<file path="src/rtl/bus_arbiter_if.sv">
// Signal bundle joining the fetch master, the data master, the arbiter and the shared memory slave.
interface bus_arbiter_if;
   logic        m0_req;
   logic [31:0] m0_addr;
   logic        m0_ready;
   logic [31:0] m0_rdata;
   logic        m0_err;
   logic        m1_re;
   logic [3:0]  m1_we;
   logic [31:0] m1_addr;
   logic [31:0] m1_wdata;
   logic        m1_ready;
   logic [31:0] m1_rdata;
   logic        m1_err;
   logic        bus_re;
   logic [3:0]  bus_we;
   logic [31:0] bus_addr;
   logic [31:0] bus_wdata;
   logic [31:0] bus_rdata;
   logic        bus_ack;

   // Arbiter view: serves the masters' requests and drives the memory bus.
   modport slave (
      input  m0_req, m0_addr, m1_re, m1_we, m1_addr, m1_wdata, bus_rdata, bus_ack,
      output m0_ready, m0_rdata, m0_err, m1_ready, m1_rdata, m1_err,
      output bus_re, bus_we, bus_addr, bus_wdata
   );

   // Environment view: both masters plus the memory slave.
   modport master (
      output m0_req, m0_addr, m1_re, m1_we, m1_addr, m1_wdata, bus_rdata, bus_ack,
      input  m0_ready, m0_rdata, m0_err, m1_ready, m1_rdata, m1_err,
      input  bus_re, bus_we, bus_addr, bus_wdata
   );
endinterface

</file>
<file path="src/rtl/bus_arbiter.sv">
// Two-master, one-slave round-robin arbiter for the shared memory bus, with a per-access
// timeout that completes a hung access with an error flag.

module bus_arbiter_chk (
   input logic       clk,
   input logic       rst,
   input logic       bus_re,
   input logic [3:0] bus_we,
   input logic       m0_ready,
   input logic       m1_ready
);
   a_rw_exclusive : assert property (@(posedge clk) disable iff (rst)
      !(bus_re && (bus_we != 4'b0000)));
   a_single_ready : assert property (@(posedge clk) disable iff (rst)
      !(m0_ready && m1_ready));
   a_m0_pulse     : assert property (@(posedge clk) disable iff (rst)
      m0_ready |=> !m0_ready);
   a_m1_pulse     : assert property (@(posedge clk) disable iff (rst)
      m1_ready |=> !m1_ready);
   a_idle_on_done : assert property (@(posedge clk) disable iff (rst)
      (m0_ready || m1_ready) |-> (!bus_re && (bus_we == 4'b0000)));
endmodule

module bus_arbiter #(
   parameter int TIMEOUT_CYCLES = 64
) (
   input logic         clk,
   input logic         rst,
   bus_arbiter_if.slave bif
);
   localparam int CW = $clog2(TIMEOUT_CYCLES) + 1;
   localparam logic [CW-1:0] CNT_LAST = CW'(TIMEOUT_CYCLES - 1);
   localparam logic [CW-1:0] CNT_MAX  = {CW{1'b1}};
   localparam logic [CW-1:0] CNT_ZERO = {CW{1'b0}};
   localparam logic [CW-1:0] CNT_ONE  = {{(CW-1){1'b0}}, 1'b1};

   typedef enum logic [1:0] {
      IDLE    = 2'd0,
      BUSY_M0 = 2'd1,
      BUSY_M1 = 2'd2
   } state_t;

   state_t      state_r;
   logic        last_grant_r;
   logic [CW-1:0] cnt_r;
   logic        bus_re_r;
   logic [3:0]  bus_we_r;
   logic [31:0] bus_addr_r;
   logic [31:0] bus_wdata_r;
   logic        m0_ready_r;
   logic [31:0] m0_rdata_r;
   logic        m0_err_r;
   logic        m1_ready_r;
   logic [31:0] m1_rdata_r;
   logic        m1_err_r;

   logic        m1_req_s;
   logic        m0_elig_s;
   logic        m1_elig_s;
   logic        any_grant_s;
   logic        grant_m1_s;
   logic        timeout_s;

   // Eligibility and round-robin choice; a master is not eligible in its own ready cycle.
   always_comb begin
      m1_req_s    = bif.m1_re | (|bif.m1_we);
      m0_elig_s   = bif.m0_req & ~m0_ready_r;
      m1_elig_s   = m1_req_s & ~m1_ready_r;
      any_grant_s = m0_elig_s | m1_elig_s;
      timeout_s   = (cnt_r == CNT_LAST);
      if (m0_elig_s && m1_elig_s) begin
         grant_m1_s = ~last_grant_r;
      end else begin
         grant_m1_s = m1_elig_s;
      end
   end

   // Arbitration FSM; the bus is driven purely from the latched request registers.
   always_ff @(posedge clk or posedge rst) begin
      if (rst) begin
         state_r      <= IDLE;
         last_grant_r <= 1'b0;
         cnt_r        <= CNT_ZERO;
         bus_re_r     <= 1'b0;
         bus_we_r     <= 4'b0000;
         bus_addr_r   <= 32'h0000_0000;
         bus_wdata_r  <= 32'h0000_0000;
         m0_ready_r   <= 1'b0;
         m0_rdata_r   <= 32'h0000_0000;
         m0_err_r     <= 1'b0;
         m1_ready_r   <= 1'b0;
         m1_rdata_r   <= 32'h0000_0000;
         m1_err_r     <= 1'b0;
      end else begin
         m0_ready_r <= 1'b0;
         m1_ready_r <= 1'b0;
         case (state_r)
            IDLE: begin
               cnt_r <= CNT_ZERO;
               if (any_grant_s) begin
                  if (grant_m1_s) begin
                     // A combined read+write request is issued as a write only.
                     bus_re_r     <= bif.m1_re & ~(|bif.m1_we);
                     bus_we_r     <= bif.m1_we;
                     bus_addr_r   <= bif.m1_addr;
                     bus_wdata_r  <= bif.m1_wdata;
                     last_grant_r <= 1'b1;
                     state_r      <= BUSY_M1;
                  end else begin
                     bus_re_r     <= 1'b1;
                     bus_we_r     <= 4'b0000;
                     bus_addr_r   <= bif.m0_addr;
                     bus_wdata_r  <= 32'h0000_0000;
                     last_grant_r <= 1'b0;
                     state_r      <= BUSY_M0;
                  end
               end else begin
                  state_r <= IDLE;
               end
            end
            BUSY_M0, BUSY_M1: begin
               if (cnt_r != CNT_MAX) begin
                  cnt_r <= cnt_r + CNT_ONE;
               end else begin
                  cnt_r <= cnt_r;
               end
               if (bif.bus_ack || timeout_s) begin
                  bus_re_r    <= 1'b0;
                  bus_we_r    <= 4'b0000;
                  bus_addr_r  <= 32'h0000_0000;
                  bus_wdata_r <= 32'h0000_0000;
                  state_r     <= IDLE;
                  if (state_r == BUSY_M0) begin
                     m0_ready_r <= 1'b1;
                     m0_err_r   <= ~bif.bus_ack;
                     m0_rdata_r <= bif.bus_ack ? bif.bus_rdata : 32'h0000_0000;
                  end else begin
                     m1_ready_r <= 1'b1;
                     m1_err_r   <= ~bif.bus_ack;
                     m1_rdata_r <= (bif.bus_ack && (bus_we_r == 4'b0000)) ?
                                   bif.bus_rdata : 32'h0000_0000;
                  end
               end else begin
                  state_r <= state_r;
               end
            end
            default: begin
               bus_re_r    <= 1'b0;
               bus_we_r    <= 4'b0000;
               bus_addr_r  <= 32'h0000_0000;
               bus_wdata_r <= 32'h0000_0000;
               state_r     <= IDLE;
            end
         endcase
      end
   end

   assign bif.bus_re    = bus_re_r;
   assign bif.bus_we    = bus_we_r;
   assign bif.bus_addr  = bus_addr_r;
   assign bif.bus_wdata = bus_wdata_r;
   assign bif.m0_ready  = m0_ready_r;
   assign bif.m0_rdata  = m0_rdata_r;
   assign bif.m0_err    = m0_err_r;
   assign bif.m1_ready  = m1_ready_r;
   assign bif.m1_rdata  = m1_rdata_r;
   assign bif.m1_err    = m1_err_r;

   bus_arbiter_chk u_chk (
      .clk      (clk),
      .rst      (rst),
      .bus_re   (bus_re_r),
      .bus_we   (bus_we_r),
      .m0_ready (m0_ready_r),
      .m1_ready (m1_ready_r)
   );
endmodule
</file>
<file path="src/flat_wrapper.sv">
// flat-port wrapper written by rule: the top's interface ports become plain ports
module bus_arbiter_flat 
#(
   parameter int TIMEOUT_CYCLES = 64
)
  (clk, rst, bif_m0_req, bif_m0_addr, bif_m1_re, bif_m1_we, bif_m1_addr, bif_m1_wdata, bif_bus_rdata, bif_bus_ack, bif_m0_ready, bif_m0_rdata, bif_m0_err, bif_m1_ready, bif_m1_rdata, bif_m1_err, bif_bus_re, bif_bus_we, bif_bus_addr, bif_bus_wdata);
  bus_arbiter_if bif_i ();
  input logic clk;
  input logic rst;
  input wire logic [$bits(bif_i.m0_req)-1:0] bif_m0_req;
  input wire logic [$bits(bif_i.m0_addr)-1:0] bif_m0_addr;
  input wire logic [$bits(bif_i.m1_re)-1:0] bif_m1_re;
  input wire logic [$bits(bif_i.m1_we)-1:0] bif_m1_we;
  input wire logic [$bits(bif_i.m1_addr)-1:0] bif_m1_addr;
  input wire logic [$bits(bif_i.m1_wdata)-1:0] bif_m1_wdata;
  input wire logic [$bits(bif_i.bus_rdata)-1:0] bif_bus_rdata;
  input wire logic [$bits(bif_i.bus_ack)-1:0] bif_bus_ack;
  output wire logic [$bits(bif_i.m0_ready)-1:0] bif_m0_ready;
  output wire logic [$bits(bif_i.m0_rdata)-1:0] bif_m0_rdata;
  output wire logic [$bits(bif_i.m0_err)-1:0] bif_m0_err;
  output wire logic [$bits(bif_i.m1_ready)-1:0] bif_m1_ready;
  output wire logic [$bits(bif_i.m1_rdata)-1:0] bif_m1_rdata;
  output wire logic [$bits(bif_i.m1_err)-1:0] bif_m1_err;
  output wire logic [$bits(bif_i.bus_re)-1:0] bif_bus_re;
  output wire logic [$bits(bif_i.bus_we)-1:0] bif_bus_we;
  output wire logic [$bits(bif_i.bus_addr)-1:0] bif_bus_addr;
  output wire logic [$bits(bif_i.bus_wdata)-1:0] bif_bus_wdata;
  assign bif_i.m0_req = bif_m0_req;
  assign bif_i.m0_addr = bif_m0_addr;
  assign bif_i.m1_re = bif_m1_re;
  assign bif_i.m1_we = bif_m1_we;
  assign bif_i.m1_addr = bif_m1_addr;
  assign bif_i.m1_wdata = bif_m1_wdata;
  assign bif_i.bus_rdata = bif_bus_rdata;
  assign bif_i.bus_ack = bif_bus_ack;
  assign bif_m0_ready = bif_i.m0_ready;
  assign bif_m0_rdata = bif_i.m0_rdata;
  assign bif_m0_err = bif_i.m0_err;
  assign bif_m1_ready = bif_i.m1_ready;
  assign bif_m1_rdata = bif_i.m1_rdata;
  assign bif_m1_err = bif_i.m1_err;
  assign bif_bus_re = bif_i.bus_re;
  assign bif_bus_we = bif_i.bus_we;
  assign bif_bus_addr = bif_i.bus_addr;
  assign bif_bus_wdata = bif_i.bus_wdata;
  bus_arbiter #(.TIMEOUT_CYCLES(TIMEOUT_CYCLES)) u_core (.clk(clk), .rst(rst), .bif(bif_i));
endmodule
</file>
<file path="config.mk">
export PLATFORM = sky130hd
export DESIGN_NAME = bus_arbiter_flat
export DESIGN_NICKNAME = d
export VERILOG_FILES = /design/src/rtl/bus_arbiter_if.sv /design/src/rtl/bus_arbiter.sv /design/src/flat_wrapper.sv
export SDC_FILE = /design/constraint.sdc
export NUM_CORES = 1
export LEC_CHECK = 0
export ABC_AREA = 1
export CAP_MARGIN = 25
export CORE_ASPECT_RATIO = 0.8
export CORE_UTILIZATION = 39
export DETAILED_ROUTE_END_ITERATION = 8
export GPL_TIMING_DRIVEN = 0
export HOLD_SLACK_MARGIN = 0.02
export PLACE_DENSITY = 0.79
export SETUP_SLACK_MARGIN = 0.1
export SLEW_MARGIN = 20
export SYNTH_ARGS = -nofsm -noshare
export SYNTH_HDL_FRONTEND = slang
export SYNTH_SLANG_ARGS = --single-unit
</file>
<file path="constraint.sdc">
create_clock -name clk -period 4.7 [get_ports clk]
set_input_delay 0.47 -clock clk [delete_from_list [all_inputs] [get_ports clk]]
set_output_delay 0.47 -clock clk [all_outputs]
set_load 0.01 [all_outputs]
</file>
==> impl_metrics.csv, run 1 <==
group,metric,value,unit
final_layout,syn2layout_area_growth,55.8,%
power,ir_drop,0.337,mV
timing,final.setup_skew,0.00684,ns
critical_path,reg2reg_to,"u_core.bif.m1_rdata[12]",
logic_synthesis,synthSimpleGateAreaFrac,34.0,%
logic_synthesis,synth_top_family_by_area,"simple AND/OR/NAND/NOR gates",
detailed_routing,vias_per_cell,4.82,
clocking,clk_pin_slew,0.06,ns
timing,finalHoldViolations,0,
timing,timing.final.crit_period,1.90,ns
logic_synthesis,synth_compound_area_share,3.08,%
detailed_routing,wl_per_cell,15.0,microns
logic_synthesis,synth_xor_area_share,0.269,%
critical_path,crit_fanout,3,
clocking,postCtsHoldBufs,0,
critical_path,timing.rr.start,"u_core.cnt_r[0]",
hold_path,min_from,"bif_bus_ack",
hold_path,holdCritPathClass,"primary input to register",
timing,tightest_slew,0.523,ns
logic_synthesis,postSynthAreaPerCell,8.24,sq um
clocking,ctsLongestPathBuffers,2,
timing,fin_crit_sh,40.4,%
critical_path,endpoint_kind,"primary output",
placement,port_buffers,272,
detailed_routing,drc,0,
grt,grt_pass1_wl,31900,microns
run_status,outcome,"complete, no violations",
final_layout,final_layout_size_suffix_gt1_share,7.31,%
critical_path,critical_path_class,"register to primary output",
critical_path,slowest_stage,"clkdlybuf4s50_1",
logic_synthesis,yosysUniqueCellTypes,26,
final_layout,final_util,63.2,%
final_layout,design_area,0.0101,sq mm
hold_path,holdPathStages,2,
placement,dp_hpwl,14700,microns
timing,rsz0062_at_grt,"false",
logic_synthesis,synth.largest_area_cell,"dfrtp_1",
run,maxCapViolCount,0,
critical_path,crit_buf_inv,1,
clocking,htree_levels,4,
logic_synthesis,synthAdderAreaFrac,0.769,%
die,dieArea,0.0172,sq mm
power,p_per_area,645,mW/mm^2
die,core,0.0161,sq mm
logic_synthesis,synth_ff_type,"dfrtp_1",
clocking,post_cts_buffers,0,
grt,grt_max_degree,94,
timing,slew_headroom,65.2,%
logic_synthesis,synth_top_area_share,56.5,%
logic_synthesis,synth_cells,790,
logic_synthesis,ys_async_sr_fraction,100,%
timing,setup_violations,0,
timing,fmax,526,MHz
logic_synthesis,yosysWarnings,0,
grt,antenna_found_initial,0,
critical_path,crit_chain,"clkdlybuf4s50_1",
die,die_x,146,microns
power,leakage,0.00492,uW
die,fp-row-count,41,
critical_path,cpLargestDelayFamily,"buffers and inverters",
hold_path,hold_end,"u_core.bif.m1_err",
detailed_routing,routed_wl,19600,microns
logic_synthesis,syn_nets,931,
detailed_routing,drtIter0Drc,380,
die,initial_utilization,40.5,%
logic_synthesis,synth.area.top_cells,"dfrtp_1 (57%), nand2_1 (25%), nand3_1 (3.5%), nand4_1 (3.2%), o21ai_0 (1.8%)",
clocking,cts_tree,"built",
logic_synthesis,synth-seq-cells,147,
critical_path,required,4.23,ns
timing,setup_tns,0,ns
clocking,cts_buffers,17,
logic_synthesis,synth-seq-area-share,56.5,%
die,num_io_pins,274,
critical_path,reg2reg_depth,8,
grt,grt_use_total,23.6,%
logic_synthesis,synthTopCellsByCount,"nand2_1 (425), dfrtp_1 (147), nand3_1 (45)",
logic_synthesis,synth-edff-count,0,
grt,grt_overflow,0,
clocking,cts-resized-gates,0,
final_layout,num_antenna_cells,0,
die,die_y,118,microns
logic_synthesis,yosysMostFrequentCell,"nand2_1",
clocking,insertion_delay,0.42,ns
detailed_routing,drtAntennaViolNets,0,
critical_path,cp_slowest_stage_delay,0.59,ns
clocking,cts_sinks,147,
critical_path,cp-start-kind,"register",
critical_path,cp.arrival,1.43,ns
logic_synthesis,synth.area.mux_share,0,%
detailed_routing,vias,6316,
grt,grt_pass1_vias,6065,
critical_path,regToRegSetupSlack,2.90,ns
final_layout,fin_nets,1223,
clocking,root_buffer,"clkbuf_16",
placement,gp_congestion,0.853,
placement,placed_area,0.00954,sq mm
timing,slew_viol_final,0,
logic_synthesis,synth_area,0.00651,sq mm
detailed_routing,first_pass_iters,4,
## state kept, by name, indices dropped and copies added (netlist names)
signal / cells
u_core.bif.m1_err: 1
u_core.last_grant_r: 1
u_core.bif.m1_rdata: 32
u_core.bif.bus_wdata: 32
u_core.bif.m0_err: 1
u_core.cnt_r: 7
u_core.bif.bus_addr: 32
u_core.bif.m0_rdata: 32
u_core.bif.bus_re: 1
u_core.bif.m0_ready: 1
u_core.state_r: 2
u_core.bif.m1_ready: 1
u_core.bif.bus_we: 4
## power by group
group / total [uW] / switching (uW) / internal (uW)
registers: 2100 / 308 / 1790
clock network: 1400 / 556 / 841
logic: 3050 / 1600 / 1450
## area by class of cell
class / count / area (sq um)
Buffer: 47 / 273
Fill cell: 1391 / 5910
Timing Repair Buffer: 273 / 2750
Inverter: 20 / 82.6
Tap cell: 215 / 269
Multi-Input combinational cell: 576 / 2480
Sequential cell: 147 / 3680
Clock inverter: 14 / 179
Clock buffer: 18 / 429
## cell usage in the layout (no fill, tap or decap), drive strengths merged
cell type	instances
nand4	34
nor3	1
clkdlybuf4s50	272
xor2	2
inv	22
nor2	16
clkbuf	36
a21oi	1
bufinv	3
clkinv	6
nand3	47
ha	4
buf	30
nor3b	2
nand2	429
dfrtp	147
or2	1
o21ai	39
clkinvlp	3
## logic make-up (layout without fill, tap and decap cells)
group           Yosys count  in the layout
fa+ha+maj                 4              4
compound gates           40             40
simple gates            530            530
xor+xnor                  2              2
flops                   147            147
buf+inv                  67            372
## how the worst max path moves through the flow
stage,startpoint,slack [ns],cells after the start,end
floorplan,rst,0.28,1,u_core.bif.bus_addr[0]
global placement,rst,-1.81,2,u_core.bif.bus_addr[30]
detailed placement,bif_m0_req,2.42,7,u_core.bif.bus_wdata[14]
CTS,u_core.bif.bus_we[1],2.79,1,bif_bus_we[1]
global route,u_core.bif.bus_we[1],2.73,1,bif_bus_we[1]
finish,u_core.bif.bus_we[1],2.80,1,bif_bus_we[1]
## metal layers
metal	global-route usage, %	share of wire (%)	wire, microns	vias to the layer above
met2	38.2	47	9290	230
met4	5.66	0.78	153	0
met5	0	0	0	-
met1	31.1	44	8660	2984
met3	6.98	7.8	1530	12
li1	-	-	-	3090
## through the flow
step / instances / power [uW] / setup WS (ns) / hold WS (ns)
floorplan: 790 / 3580 / 0.279 / 0.443
CTS: 1310 / 6600 / 2.79 / 0.394
global placement: 1277 / 5110 / -1.81 / 0.452
detailed placement: 1278 / 5180 / 2.42 / 0.457
global route: 1310 / 6990 / 2.73 / 0.416
finish: 1310 / 6550 / 2.80 / 0.405
Power figures use the tool's default switching activity.
==> inputs of run 2 (changes only) <==
Settings changed: PLACE_DENSITY 0.79 to 0.76.
Clock period 4.7 ns to 1.8 ns, I/O delays scaled along.
==> impl_metrics.csv, run 2 (synthesis results as in run 1) <==
group,metric,value,unit
timing,timing.final.crit_period,1.69,ns
timing,finalHoldViolations,0,
grt,grt_overflow,0,
detailed_routing,routed_wl,20100,microns
timing,fin_crit_sh,93.7,%
final_layout,mostFrequentLayoutCells,"nand2_1 (409), clkdlybuf4s50_1 (272), dfrtp_1 (147), nand3_1 (43), nand4_1 (33)",
final_layout,final_layout_size_suffix_gt1_share,11.2,%
power,fin_total_pwr,17500,uW
critical_path,crit_top_cell,"nand2_4",
final_layout,fin_nets,1239,
grt,grt_pass1_wl,32300,microns
die,core,0.0161,sq mm
timing,tightest_slew,0.521,ns
detailed_routing,vias,6365,
hold_path,holdCritPathClass,"primary input to register",
final_layout,syn2layout_area_growth,60.5,%
clocking,htree_levels,4,
clocking,clk_pin_slew,0.06,ns
critical_path,slowest_stage,"dfrtp_1",
timing,fmax,593,MHz
final_layout,num_antenna_cells,0,
critical_path,crit_fanout,5,
final_layout,final_util,65.1,%
final_layout,design_area,0.0104,sq mm
clocking,root_buffer,"clkbuf_16",
die,die_y,118,microns
power,ir_drop,0.737,mV
clocking,insertion_delay,0.42,ns
die,fp-row-count,41,
final_layout,final_common_cell,"nand2_1",
clocking,ctsLongestPathBuffers,2,
detailed_routing,vias_per_cell,4.80,
run,maxCapViolCount,0,
critical_path,crit_chain,"ha_4, nand2_4, nor2_4, nand2_4, nand3_4, inv_6, nor2_4, buf_12, clkbuf_16, nand2_4, nand2_2",
grt,grt_use_total,23.9,%
grt,grt_pass1_vias,6306,
die,num_io_pins,274,
clocking,cts_buffers,17,
timing,rsz0062_at_grt,"true",
grt,grt_max_degree,35,
placement,gp_congestion,0.825,
final_layout,seq_area,0.00368,sq mm
critical_path,endpoint_kind,"register",
run_status,outcome,"complete, no violations",
detailed_routing,drtIter0Drc,349,
timing,final.setup_skew,0.00762,ns
detailed_routing,drc,0,
detailed_routing,wl_per_cell,15.2,microns
placement,placed_area,0.00959,sq mm
die,dieArea,0.0172,sq mm
clocking,cts_sinks,147,
placement,dp_hpwl,14800,microns
grt,antenna_found_initial,0,
die,die_x,146,microns
power,p_per_area,1680,mW/mm^2
critical_path,cp.arrival,2.05,ns
timing,setup_violations,0,
timing,slew_headroom,65.3,%
detailed_routing,drtAntennaViolNets,0,
final_layout,multiInputGateArea,0.00260,sq mm
placement,port_buffers,272,
timing,slew_viol_final,0,
clocking,postCtsHoldBufs,0,
critical_path,cp-start-kind,"register",
clocking,cts_tree,"built",
die,initial_utilization,40.5,%
critical_path,critical_path_class,"register to register",
critical_path,required,2.16,ns
final_layout,nFillCells,1351,
power,leakage,0.00509,uW
critical_path,cp_slowest_stage_delay,0.42,ns
detailed_routing,first_pass_iters,4,
## run 2: cell count changes in the layout (fill, tap and decap cells not counted), sizes merged
cell      before  now
inv           22   23
buf           30   45
clkinvlp       3    4
clkbuf        36   38
bufinv         3    0
## run 2: path summary, 6_finish.rpt
kind | depth (start not counted) | end | from | slack, ns
worst max-delay path | 11 | u_core.bif.bus_wdata[12] | u_core.cnt_r[0] | 0.11
worst min-delay path | 3 | u_core.bif.m0_rdata[27] | bif_bus_ack | 0.11
worst max register to register | 11 | u_core.bif.bus_wdata[12] | u_core.cnt_r[0] | 0.11
worst min register to register | 2 | u_core.bif.m0_rdata[10] | u_core.bif.m0_rdata[10] | 0.47
max in group asynchronous | 4 | u_core.bif.m1_rdata[11] | rst | 0.87
min in group asynchronous | 2 | u_core.bif.bus_addr[31] | rst | 0.15
## run 2: where the power goes
group | switching (uW) | total (uW) | internal, uW
Combinational | 4400 | 8720 | 4320
Clock | 1440 | 3290 | 1850
Sequential | 804 | 5490 | 4680
## run 2: worst max-delay path: cells and delay by family, from the launching register on
kind | cells | cell delay [ns]
flip-flops | 1 | 0.42
adder cells (fa/ha/maj) | 1 | 0.17
buffers and inverters | 3 | 0.35
AND/OR/NAND/NOR | 7 | 0.68
## run 2: area by class of cell
class                      count  area share [%]
buffer                        47            2.95
clock buffer                  19            4.34
clock inverter                13           0.946
inverter                      20           0.802
multi-input combinational    576            24.9
sequential                   147            35.2
tap                          215            2.57
timing repair buffer         289            28.3
## run 2: timing repair
action                                  in CTS  in global routing
endpoints found under the setup margin      84                131
resized for setup                           11                 44
pin swaps                                    1                 11
buffers inserted                             4                  7
cloned                                       1                  1
## run 2: per-stage QoR
| stage | TNS (ns) | setup slack (ns) | instances | hold WS (ns) |
|---|---|---|---|---|
| floorplan | -33.37 | -0.227 | 790 | 0.290 |
| global placement | -236.10 | -1.57 | 1277 | 0.454 |
| detailed placement | -7.56 | -0.159 | 1281 | 0.458 |
| CTS | 0 | 0.0953 | 1318 | 0.0897 |
| global route | 0 | 0.0269 | 1326 | 0.102 |
| finish | 0 | 0.113 | 1326 | 0.107 |
## run 2: metal layers
layer  GRT usage (%)  vias to the layer above  share of wire, %
met5               0                        -                 0
met4            8.53                        0               2.1
met3            7.29                       33               7.3
met2            37.9                      219                47
met1            30.8                     2990                44
li1                -                     3123                 -
